==> src/rtl/hilo_multiplier_pkg.sv <==
// Shared definitions for the HI/LO multiplier: FSM encoding, default width
// and the controller-side opcode/funct values of the instructions it serves.
package hilo_multiplier_pkg;

    localparam int WIDTH_DEFAULT = 32;

    typedef enum logic [1:0] {
        S_IDLE   = 2'd0,
        S_RUN    = 2'd1,
        S_FINISH = 2'd2
    } state_t;

    // All six instructions live under the SPECIAL opcode and are told apart by funct.
    localparam logic [5:0] OP_SPECIAL  = 6'h00;
    localparam logic [5:0] FUNCT_MULT  = 6'h18;
    localparam logic [5:0] FUNCT_MULTU = 6'h19;
    localparam logic [5:0] FUNCT_MFHI  = 6'h10;
    localparam logic [5:0] FUNCT_MFLO  = 6'h12;
    localparam logic [5:0] FUNCT_MTHI  = 6'h11;
    localparam logic [5:0] FUNCT_MTLO  = 6'h13;

endpackage

==> src/rtl/hilo_multiplier.sv <==
// Iterative shift-and-add multiplier owning the architectural HI/LO registers.
// Signed products are formed on magnitudes and negated once at the end.
module hilo_multiplier
    import hilo_multiplier_pkg::*;
#(
    parameter int WIDTH = WIDTH_DEFAULT,
    parameter int CNT_W = 6
) (
    input  logic             clk,
    input  logic             reset,
    input  logic             start,
    input  logic             is_signed,
    input  logic [WIDTH-1:0] a,
    input  logic [WIDTH-1:0] b,
    input  logic             we_hi,
    input  logic             we_lo,
    input  logic [WIDTH-1:0] wdata,
    output logic             busy,
    output logic             done,
    output logic [WIDTH-1:0] hi,
    output logic [WIDTH-1:0] lo
);

    localparam logic [WIDTH-1:0]   ONE_W  = {{(WIDTH-1){1'b0}}, 1'b1};
    localparam logic [2*WIDTH-1:0] ONE_2W = {{(2*WIDTH-1){1'b0}}, 1'b1};

    state_t                state, state_nxt;
    logic [CNT_W-1:0]      cnt, cnt_nxt;
    logic [WIDTH-1:0]      mcand, mplier;
    logic                  neg;
    logic [2*WIDTH-1:0]    acc, acc_step;
    logic [WIDTH:0]        partial;

    // The most negative value maps to itself, read back as an unsigned magnitude.
    function automatic logic [WIDTH-1:0] magnitude(input logic [WIDTH-1:0] v,
                                                   input logic             sgn);
        return (sgn && v[WIDTH-1]) ? (~v + ONE_W) : v;
    endfunction

    function automatic logic [2*WIDTH-1:0] apply_sign(input logic [2*WIDTH-1:0] v,
                                                      input logic               n);
        return n ? (~v + ONE_2W) : v;
    endfunction

    assign busy = (state != S_IDLE);

    always_comb begin
        state_nxt = state;
        cnt_nxt   = cnt;
        case (state)
            S_IDLE: begin
                if (start) begin
                    state_nxt = S_RUN;
                    cnt_nxt   = '0;
                end
            end
            S_RUN: begin
                cnt_nxt = cnt + 1'b1;
                if (cnt == CNT_W'(WIDTH - 1)) state_nxt = S_FINISH;
            end
            S_FINISH: state_nxt = S_IDLE;
            default:  state_nxt = S_IDLE;
        endcase
    end

    // Accumulator shifts right so the adder only ever touches the upper half.
    always_comb begin
        partial  = {1'b0, acc[2*WIDTH-1:WIDTH]} + (mplier[0] ? {1'b0, mcand} : '0);
        acc_step = {partial, acc[WIDTH-1:1]};
    end

    always_ff @(posedge clk) begin
        if (reset) begin
            state <= S_IDLE;
            cnt   <= '0;
            done  <= 1'b0;
            hi    <= '0;
            lo    <= '0;
        end else begin
            state <= state_nxt;
            cnt   <= cnt_nxt;
            done  <= (state == S_FINISH);
            if (state == S_FINISH) begin
                {hi, lo} <= apply_sign(acc, neg);
            end else if (state == S_IDLE) begin
                if (we_hi) hi <= wdata;
                if (we_lo) lo <= wdata;
            end
        end
    end

    // Operand/accumulator registers carry no reset; they are reloaded on every start.
    always_ff @(posedge clk) begin
        if (state == S_IDLE && start) begin
            mcand  <= magnitude(a, is_signed);
            mplier <= magnitude(b, is_signed);
            neg    <= is_signed & (a[WIDTH-1] ^ b[WIDTH-1]);
            acc    <= '0;
        end else if (state == S_RUN) begin
            acc    <= acc_step;
            mplier <= mplier >> 1;
        end
    end

endmodule

==> config.mk <==
export PLATFORM = sky130hd
export DESIGN_NAME = hilo_multiplier
export DESIGN_NICKNAME = d
export VERILOG_FILES = /design/src/rtl/hilo_multiplier_pkg.sv /design/src/rtl/hilo_multiplier.sv
export SDC_FILE = /design/constraint.sdc
export NUM_CORES = 1
export LEC_CHECK = 0
export ABC_AREA = 1
export BUFFER_PORTS_ARGS = -buffer_cell sky130_fd_sc_hd__buf_4
export CAP_MARGIN = 20
export CORE_UTILIZATION = 45
export DETAILED_ROUTE_END_ITERATION = 10
export REMOVE_ABC_BUFFERS = 1
export SYNTH_ARGS = -nofsm -noshare
export SYNTH_HDL_FRONTEND = slang
export SYNTH_SLANG_ARGS = --single-unit
==> constraint.sdc <==
create_clock -name clk -period 6.4 [get_ports clk]
set_input_delay 0 -clock clk [delete_from_list [all_inputs] [get_ports clk]]
set_output_delay 0 -clock clk [all_outputs]
set_load 0.1 [all_outputs]
==> results.yml, run 1 <==
sta:
  relSlewSlack_pct: 32.1
  achievable-frequency_ghz: 0.356
  clock-skew-final_ps: 32.5
  maxSlewViolCount: 0
  grt_setup_unrepaired: "no"
  final_min_period_over_clock_period_pct: 43.9
  finalSetupTns_ps: 0
  finalCriticalPeriod_ps: 2810
  max_slew.worst_pin.slew_ps: 1020
  setup_viol: 0
  hold_viol_final: 0
power_and_ir_drop:
  combPwrFrac_pct: 32.7
  p_int_mw: 2.88
  power-per-cell-area_nw_per_um2: 268
  totalPowerFinal_mw: 4.63
  pwr-share-seq_pct: 35.3
  clockPowerShare_pct: 32.0
  netSwitchingPower_mw: 1.75
  ir_drop_mv: 0.209
  power.leakage_nw: 7.99
  power.switching_fraction_pct: 37.9
synthesis:
  synth.largest_area_cell: "sky130_fd_sc_hd__dfxtp_1"
  total_of_warnings_raised_by_yosys: 0
  ys_dominant_reg_cell: "sky130_fd_sc_hd__dfxtp_1"
  synth-edff-count: 65
  synth.ff_latch_count: 202
  synth_cell_types: 47
  synthCells: 2098
  synth_largest_type_area_fraction_pct: 19.9
  seq_area_frac_synth_pct: 34.1
  synth.cell_area_sq_um: 13800
  postSynth.asyncResetShare_pct: 0
  mean_post_synth_cell_area_sq_um: 6.56
  synth.area.top_cells: "sky130_fd_sc_hd__dfxtp_1, sky130_fd_sc_hd__edfxtp_1, sky130_fd_sc_hd__nand2_1, sky130_fd_sc_hd__o21ai_0, sky130_fd_sc_hd__a21oi_1"
clock_tree:
  cts-root-to-sink-buffers: 3
  clock_pin_slew_of_the_registers_on_the_worst_case_setup_and_hold_paths_ps: 60
  postCtsHoldBufs: 107
  cts_tree: "done"
  cts_num_sinks: 202
  tritoncts.num_buffers: 24
  postCtsSetupRepairBufs: 0
  cts.repair.resized: 0
  ctsRootBufferMaster: "sky130_fd_sc_hd__clkbuf_16"
  ctsHtreeMaxLevel: 1
  clock_insertion_delay_worst_skew_ps: 540
floorplanning:
  boundaryPins: 168
  placementRows: 63
  core_area_sq_um: 29900
  floorplan.initialDensity_pct: 46.1
  chipWidth_microns: 177
  die_area_sq_um: 31300
  chipHeight_microns: 177
route:
  antenna_left: 0
  remaining_routing_drc_violations: 0
  drt_pre_antenna_iters: 7
  routedWlPerCell_microns: 16.3
  initialDrtViolationCount: 1017
  route.detailed.vias_per_inst: 5.30
  drt-total-wl_microns: 44600
  num_vias: 14500
grt:
  gr-usage-all-layers_pct: 28.4
  global_route_wire_length_before_repair_microns: 71000
  antenna_found_initial: 0
  grt_start_max_net_pins: 73
  grt_overflow_total: 0
  grt_pass1_vias: 13600
place:
  detailed_place.area_sq_um: 15300
  gp_congestion: 0.945
  dp.final_hpwl_microns: 33000
  port_buffers: 167
  cells_after_dpl: 2589
final_layout:
  layoutNonFillerInstCount: 2742
  n_fill_cell: 2888
  drive_above_1_share_pct: 12.0
  area_growth_syn_to_layout_pct: 25.5
  insertedDiodeCount: 0
  design_area_sq_um: 17300
  num-nets-final: 2473
job:
  cap_violations: 0
setup_path:
  worst_path_arrival_ps: 3070
  path_type_of_the_worst_setup_path: "in2reg"
  cp-end-kind: "flip-flop"
  critPathMaxStageDelay_ps: 550
  crit_path_cell_trace: "dlygate4sd3_1, buf_4, nand2_1, inv_1, o21ai_2, nand3_1, o21bai_1, xor2_1, dlygate4sd3_1"
  startpoint_type: "input port"
  cp_max_fo: 21
  critical_path_required_ps: 6660
  cp_common_cell: "sky130_fd_sc_hd__dlygate4sd3_1"
  cp_slowest_cell: "sky130_fd_sc_hd__dlygate4sd3_1"
  worst-r2r-cell-count: 5
worst_hold_path:
  worst_hold_path_type: "in2reg"
  hold_path_depth: 5
outcome:
  outcome: "complete, no violations"
[routing by layer]
metal | vias up | GRT usage (%) | routed length [microns]
met5 | - | 0 | 0
met4 | 0 | 9.02 | 1360
met3 | 79 | 2.32 | 1930
met2 | 391 | 49.5 | 21400
met1 | 6698 | 36.9 | 20000
li1 | 7369 | - | -
[cell usage after synthesis, drive strengths merged, types with 17 or more instances]
| cell | number |
|---|---|
| nand3 | 178 |
| nand2 | 504 |
| xor2 | 42 |
| dfxtp | 137 |
| clkbuf | 45 |
| a21oi | 194 |
| nor3 | 27 |
| inv | 255 |
| buf | 32 |
| xnor2 | 17 |
| ha | 36 |
| nor2 | 247 |
| o21ai | 222 |
| edfxtp | 65 |
[stage by stage]
stage               hold slack [ps]  setup slack (ps)  utilization [%]
finish                         90.9              3590             57.8
global route                    112              3450             57.8
CTS                            80.4              3600             57.6
detailed placement              208              3910             51.2
global placement                207              3950             51.2
floorplan                      69.1              2320                -
[cell families (layout without fill, tap and decap cells)]
logic type | after synthesis | after routing | synth area share (%)
flip-flops | 202 | 202 | 34.1
AND/OR/NAND/NOR | 1003 | 1003 | 31.3
adder cells (fa/ha/maj) | 37 | 37 | 3.42
XOR/XNOR | 59 | 59 | 3.75
buffers and inverters | 333 | 587 | 9.33
AO/OA/AOI/OAI | 464 | 464 | 18.1
[final cells by class]
type | count | area (sq um) | area share, %
clock buffer | 36 | 738 | 4.27
clock inverter | 8 | 121 | 0.703
inverter | 256 | 961 | 5.56
multi-input combinational | 1563 | 7810 | 45.2
sequential | 202 | 4690 | 27.2
tap | 390 | 488 | 2.82
timing repair buffer | 287 | 2460 | 14.3
[flip-flops by register name, summed over array words and instances (netlist names)]
| signal | count |
|---|---|
| acc | 64 |
| hi | 32 |
| lo | 32 |
| mcand | 32 |
| mplier | 32 |
| cnt | 6 |
| state | 2 |
| done | 1 |
| neg | 1 |
[power by group through the flow]
stage          Sequential, mW  Combinational, mW  Clock [mW]
6_report                 1.63               1.51        1.48
5_1_grt                  1.65               1.67        1.56
4_1_cts                  1.63               1.49        1.51
3_5_place_dp             1.66               1.43           0
3_3_place_gp             1.66               1.42           0
2_1_floorplan            1.85              0.800           0
[cells in the final DEF (no fill, tap or decap), types with 4 or more instances in the layout]
cell type and n:
sky130_fd_sc_hd__a21oi_1 192, sky130_fd_sc_hd__a31oi_1 13, sky130_fd_sc_hd__buf_4 178, sky130_fd_sc_hd__clkbuf_1 5, sky130_fd_sc_hd__clkbuf_16 26, sky130_fd_sc_hd__clkbuf_8 5
sky130_fd_sc_hd__dfxtp_1 137, sky130_fd_sc_hd__dlygate4sd3_1 107, sky130_fd_sc_hd__edfxtp_1 65, sky130_fd_sc_hd__ha_1 36, sky130_fd_sc_hd__inv_1 246, sky130_fd_sc_hd__inv_2 9
sky130_fd_sc_hd__nand2_1 494, sky130_fd_sc_hd__nand2_2 7, sky130_fd_sc_hd__nand3_1 174, sky130_fd_sc_hd__nand3_2 4, sky130_fd_sc_hd__nand3b_1 14, sky130_fd_sc_hd__nand4_1 14
sky130_fd_sc_hd__nor2_1 227, sky130_fd_sc_hd__nor2_2 13, sky130_fd_sc_hd__nor2_4 7, sky130_fd_sc_hd__nor3_1 23, sky130_fd_sc_hd__nor4_1 6, sky130_fd_sc_hd__o211ai_1 11
sky130_fd_sc_hd__o21ai_0 210, sky130_fd_sc_hd__o21ai_2 6, sky130_fd_sc_hd__o21bai_1 11, sky130_fd_sc_hd__or2_2 6, sky130_fd_sc_hd__xnor2_1 17, sky130_fd_sc_hd__xor2_1 42
[worst paths after layout]
path	start	endpoint	slack (ps)
worst min register to register	cnt[5]	cnt[5]	470
worst max-delay path	a[31]	mcand[30]	3590
worst max register to register	state[1]	mplier[31]	3750
worst min-delay path	we_lo	lo[29]	90
[critical path: cells and delay by family]
family	cells	cell delay, ps
AO/OA/AOI/OAI	2	480
buffers and inverters	4	1750
XOR/XNOR	1	160
AND/OR/NAND/NOR	2	670
(Power assumes the default switching activity.)
==> run 2, diff against run 1 <==
==> constraint.sdc (replaced) <==
create_clock -name clk -period 2.7 [get_ports clk]
set_input_delay 0 -clock clk [delete_from_list [all_inputs] [get_ports clk]]
set_output_delay 0 -clock clk [all_outputs]
set_load 0.1 [all_outputs]
==> run 2 against run 1 <==
Net effect:
- combinational power is 140% higher
- cell area rose by 0.23%
- global-route usage rose by 0.81 points
- via count rose by 0.17%
- non-clock buffer count increased by 12
- sequential cell count is the same
- critical path depth increased by 4
- register-to-register slack worse by 3500 ps
- highest routed layer unchanged
==> results.yml, run 2 (synthesis gave the netlist of run 1 again) <==
outcome:
  outcome: "complete, no violations"
power_and_ir_drop:
  power.leakage_nw: 8.01
  ir_drop_mv: 0.496
  totalPowerFinal_mw: 10.8
  netSwitchingPower_mw: 4.19
  power.switching_fraction_pct: 38.9
  clockPowerShare_pct: 30.3
  combPwrFrac_pct: 33.8
  power-per-cell-area_nw_per_um2: 621
  pwr-share-seq_pct: 35.9
  p_int_mw: 6.57
sta:
  maxSlewViolCount: 0
  setup_viol: 0
  achievable-frequency_ghz: 0.406
  grt_setup_unrepaired: "no"
  finalCriticalPeriod_ps: 2470
  relSlewSlack_pct: 55.2
  hold_ws_ps: 106
  hold_viol_final: 0
  clock-skew-final_ps: 19.5
  max_slew.worst_pin.slew_ps: 665
  final_min_period_over_clock_period_pct: 91.3
  setup_slack_ps: 234
final_layout:
  registers.top_by_ff_count: "acc"
  insertedDiodeCount: 0
  most-common-layout-cells: "sky130_fd_sc_hd__nand2_1, sky130_fd_sc_hd__inv_1, sky130_fd_sc_hd__nor2_1"
  area_growth_syn_to_layout_pct: 25.8
  largest_register_ff_count: 64
  area_of_combinational_cells_with_multiple_inputs_sq_um: 7820
  n_fill_cell: 2948
  drive_above_1_share_pct: 12.3
  num-nets-final: 2485
  fin_util_pct: 58.0
  design_area_sq_um: 17300
  register_area_sq_um: 4690
  layout.cells.most_common: "sky130_fd_sc_hd__nand2_1"
clock_tree:
  clock_insertion_delay_worst_skew_ps: 540
  ctsHtreeMaxLevel: 1
  cts_tree: "done"
  cts-root-to-sink-buffers: 3
  tritoncts.num_buffers: 24
  clock_pin_slew_of_the_registers_on_the_worst_case_setup_and_hold_paths_ps: 60
  ctsRootBufferMaster: "sky130_fd_sc_hd__clkbuf_16"
  cts_num_sinks: 202
  postCtsSetupRepairBufs: 0
worst_hold_path:
  timing.hold.worst_endpoint: "mplier[31]"
  worst_hold_path_type: "in2reg"
  hold_path_depth: 5
  hp-start: "is_signed"
grt:
  global_route_wire_length_before_repair_microns: 72600
  grt_overflow_total: 0
  grt_use_met3_pct: 2.53
  grt_util_met2_pct: 50.0
  gr-usage-all-layers_pct: 29.2
  use_met1_pct: 38.8
  grt_pass1_vias: 13700
  grt-busiest-layer: "met2"
  antenna_found_initial: 0
  grt_start_max_net_pins: 92
route:
  num_vias: 14600
  drt-total-wl_microns: 45300
  initialDrtViolationCount: 1070
  routedWlPerCell_microns: 16.5
  route.detailed.vias_per_inst: 5.29
  antenna_left: 0
  remaining_routing_drc_violations: 0
  drt_pre_antenna_iters: 5
place:
  port_buffers: 167
  dp.final_hpwl_microns: 33500
  dp_worst_setup_slack_ps: 242
  gp_congestion: 0.961
  detailed_place.area_sq_um: 15400
setup_path:
  cp_max_fo: 3
  startpoint_type: "input port"
  worst-r2r-cell-count: 16
  rr_startpoint: "mplier[0]"
  path_type_of_the_worst_setup_path: "in2reg"
  critical_path_required_ps: 2970
  worst_path_arrival_ps: 2740
  cp-end-kind: "flip-flop"
  critical_path.reg2reg.endpoint: "acc[60]"
  timing.reg2reg.setup_slack_ps: 290
floorplanning:
  chipHeight_microns: 177
  boundaryPins: 168
  chipWidth_microns: 177
  die_area_sq_um: 31300
  core_area_sq_um: 29900
  placementRows: 63
  floorplan.initialDensity_pct: 46.1
job:
  cap_violations: 0
-- run 2: cell count changes in the layout (fill, tap and decap cells not counted), moves of 2 or more --
cell / delta
sky130_fd_sc_hd__buf_4: +8
sky130_fd_sc_hd__buf_12: +4
sky130_fd_sc_hd__clkbuf_1: +4
sky130_fd_sc_hd__bufinv_16: -3
sky130_fd_sc_hd__buf_16: -2
sky130_fd_sc_hd__dlygate4sd3_1: +2
-- run 2: worst max-delay path by stage --
stage	start	end	slack, ps	cells past startpoint
floorplan	state[1]	mplier[0]	-1380	5
CTS	mplier[0]	acc[61]	220	17
global route	a[1]	mcand[30]	40	12
detailed placement	mplier[0]	acc[61]	240	17
finish	a[1]	mcand[28]	230	13
global placement	mplier[0]	acc[61]	270	17
-- run 2: timing repair --
item                       4_1_cts  5_1_grt
hold buffers                   109        0
setup endpoints to repair        0        3
resized for setup                0        3
hold endpoints to repair       159        0
-- run 2: power by group through the flow --
stage	logic [mW]	registers [mW]	clock network, mW
2_1_floorplan	1.90	4.39	0
4_1_cts	3.61	3.86	3.32
3_5_place_dp	3.46	3.91	0
5_1_grt	4.02	3.90	3.44
3_3_place_gp	3.45	3.91	0
6_report	3.64	3.86	3.26
-- run 2: final cells by class --
class / instances / share of cell area (%)
multi-input cells: 1563 / 45.2
flip-flops and latches: 202 / 27.1
repair buffers: 299 / 14.8
inverters: 256 / 5.55
clock buffers: 40 / 4.35
well taps: 390 / 2.82
clock inverters: 4 / 0.159
-- run 2: stage by stage --
stage / instances / TNS (ps)
after global placement: 2601 / 0
after floorplan: 2021 / -114910
final: 2754 / 0
after CTS: 2754 / 0
after global routing: 2754 / 0
after detailed placement: 2601 / 0
-- run 2: routing by layer --
layer	up-vias	routed length, microns
li1	7397	-
met1	6703	20800
met2	394	21400
met3	67	1890
met4	0	1260
met5	-	0
-- run 2: critical path, stage by stage --
cell                            delay [ps]
sky130_fd_sc_hd__dlygate4sd3_1         550
sky130_fd_sc_hd__buf_4                 140
sky130_fd_sc_hd__inv_1                  60
sky130_fd_sc_hd__ha_1                  180
sky130_fd_sc_hd__nand2_1               120
sky130_fd_sc_hd__nor2_1                180
sky130_fd_sc_hd__nand2_1               160
sky130_fd_sc_hd__nor2_1                220
sky130_fd_sc_hd__nand3b_1              160
sky130_fd_sc_hd__o21ai_2               200
sky130_fd_sc_hd__nand2_1                80
sky130_fd_sc_hd__xor2_1                140
sky130_fd_sc_hd__dlygate4sd3_1         550
==> run 3, diff against run 2 <==
--- a/config.mk
+++ b/config.mk
@@ -8,8 +8,9 @@
 export ABC_AREA = 1
 export BUFFER_PORTS_ARGS = -buffer_cell sky130_fd_sc_hd__buf_4
 export CAP_MARGIN = 20
-export CORE_UTILIZATION = 45
+export CORE_UTILIZATION = 60
 export DETAILED_ROUTE_END_ITERATION = 10
+export PLACE_DENSITY = 0.82
 export REMOVE_ABC_BUFFERS = 1
 export SYNTH_ARGS = -nofsm -noshare
 export SYNTH_HDL_FRONTEND = slang
==> run 3 against run 2 <==
Net effect:
- non-clock buffer count fell by 3
- clock power hardly changed
- sequential cell count did not move
- final cell count down 4.0%
- critical path depth fell by 1
- highest routed layer unchanged
- core utilization grew 18 points
==> results.yml, run 3 (synthesis gave the netlist of run 1 again) <==
final_layout:
  area_growth_syn_to_layout_pct: 24.7
  n_fill_cell: 1697
  fin_util_pct: 76.0
  registers.top_by_ff_count: "acc"
  area_of_combinational_cells_with_multiple_inputs_sq_um: 7800
  layoutNonFillerInstCount: 2645
  drive_above_1_share_pct: 12.3
  num-nets-final: 2482
  largest_register_ff_count: 64
  most-common-layout-cells: "sky130_fd_sc_hd__nand2_1, sky130_fd_sc_hd__inv_1, sky130_fd_sc_hd__nor2_1"
  register_area_sq_um: 4690
  layout.cells.most_common: "sky130_fd_sc_hd__nand2_1"
  insertedDiodeCount: 0
  design_area_sq_um: 17200
clock_tree:
  clock_pin_slew_of_the_registers_on_the_worst_case_setup_and_hold_paths_ps: 60
  tritoncts.num_buffers: 24
  cts_num_sinks: 202
  cts.repair.resized: 0
  clock_insertion_delay_worst_skew_ps: 540
  ctsHtreeMaxLevel: 1
  ctsRootBufferMaster: "sky130_fd_sc_hd__clkbuf_16"
  cts_tree: "done"
  cts-root-to-sink-buffers: 3
floorplanning:
  chipHeight_microns: 153
  floorplan.initialDensity_pct: 61.0
  core_area_sq_um: 22600
  boundaryPins: 168
  placementRows: 55
  chipWidth_microns: 153
  die_area_sq_um: 23500
route:
  drt_pre_antenna_iters: 6
  routed.top_layer: "met4"
  initialDrtViolationCount: 1328
  route.detailed.vias_per_inst: 5.84
  routed_wire_length_on_met3_microns: 3880
  drt-total-wl_microns: 46600
  routedWlPerCell_microns: 17.6
  met2_wirelength_microns: 22800
  num_vias: 15400
  detail_route.wirelength.met1_microns: 17800
  remaining_routing_drc_violations: 0
  antenna_left: 0
grt:
  antenna_found_initial: 0
  grt_pass1_vias: 14700
  global_route_wire_length_before_repair_microns: 73000
  grt_start_max_net_pins: 103
  grt_overflow_total: 0
  gr-usage-all-layers_pct: 38.6
outcome:
  outcome: "complete, no violations"
sta:
  achievable-frequency_ghz: 0.396
  relSlewSlack_pct: 52.6
  setup_slack_ps: 176
  maxSlewViolCount: 0
  finalCriticalPeriod_ps: 2520
  final_min_period_over_clock_period_pct: 93.5
  hold_viol_final: 0
  clock-skew-final_ps: 20.8
  setup_viol: 0
  max_slew.worst_pin.slew_ps: 704
setup_path:
  timing.reg2reg.setup_slack_ps: 230
  cp_max_fo: 4
  startpoint_type: "input port"
  rr_startpoint: "mplier[0]"
  cp-end-kind: "flip-flop"
  worst-r2r-cell-count: 14
  path_type_of_the_worst_setup_path: "in2reg"
  critical_path.reg2reg.endpoint: "acc[50]"
  critical_path_required_ps: 2980
  worst_path_arrival_ps: 2800
place:
  detailed_place.area_sq_um: 15300
  cells_after_dpl: 2493
  dp.final_hpwl_microns: 31500
  port_buffers: 167
  dp_worst_setup_slack_ps: 196
  gp_congestion: 1.02
worst_hold_path:
  timing.hold.worst_endpoint: "mplier[21]"
  hold_path_depth: 4
  hp-start: "b[21]"
  worst_hold_path_type: "in2reg"
power_and_ir_drop:
  power.leakage_nw: 8.00
  ir_drop_mv: 0.395
  power-per-cell-area_nw_per_um2: 629
  totalPowerFinal_mw: 10.8
job:
  cap_violations: 0
==> run 3: per-stage QoR <==
stage | setup TNS, ps | hold slack, ps
final | 0 | 56.8
after global routing | -2.66 | 75.5
after CTS | 0 | 13.4
after detailed placement | 0 | 207
after global placement | 0 | 209
after floorplan | -114910 | 69.1
==> run 3: routing by layer <==
metal / track usage, % / vias up
met1: 46.0 / 7021
met5: 0 / -
met4: 18.6 / 0
met2: 68.6 / 854
li1: - / 7401
met3: 5.08 / 167
==> run 3: power by group <==
group / total, mW / internal, mW / switching, mW
combinational: 3.67 / 1.14 / 2.53
clock: 3.27 / 1.95 / 1.32
sequential: 3.86 / 3.52 / 0.338
==> run 3: worst max path at each step <==
| stage | from | to | slack [ps] | cells after the start |
|---|---|---|---|---|
| 6_report | a[0] | mcand[30] | 180 | 12 |
| 2_1_floorplan | state[1] | mplier[0] | -1380 | 5 |
| 5_1_grt | mplier[0] | acc[52] | -3 | 16 |
| 3_5_place_dp | mplier[0] | acc[62] | 200 | 14 |
| 3_3_place_gp | mplier[0] | acc[62] | 260 | 14 |
| 4_1_cts | mplier[0] | acc[62] | 170 | 14 |
==> run 3: worst max-delay path: stages <==
cell	delay [ps]
sky130_fd_sc_hd__dlygate4sd3_1	540
sky130_fd_sc_hd__buf_4	150
sky130_fd_sc_hd__inv_1	70
sky130_fd_sc_hd__ha_1	170
sky130_fd_sc_hd__nand2_1	90
sky130_fd_sc_hd__nor2_1	180
sky130_fd_sc_hd__nand2_1	170
sky130_fd_sc_hd__o21ai_2	270
sky130_fd_sc_hd__nand3_1	220
sky130_fd_sc_hd__o21bai_1	240
sky130_fd_sc_hd__xor2_1	160
sky130_fd_sc_hd__dlygate4sd3_1	550
==> run 3: cell type report <==
| type | instances | area share [%] |
|---|---|---|
| Clock buffer | 37 | 4.22 |
| Clock inverter | 6 | 0.416 |
| Multi-Input combinational cell | 1563 | 45.5 |
| Timing Repair Buffer | 296 | 14.9 |
| Sequential cell | 202 | 27.4 |
| Tap cell | 285 | 2.08 |
| Inverter | 256 | 5.60 |
==> run 3: repair_timing <==
action                                  4_1_cts  5_1_grt
endpoints found under the hold margin       134        0
endpoints found under the setup margin        0       16
setup buffers                                 0        3
hold buffers                                106        0
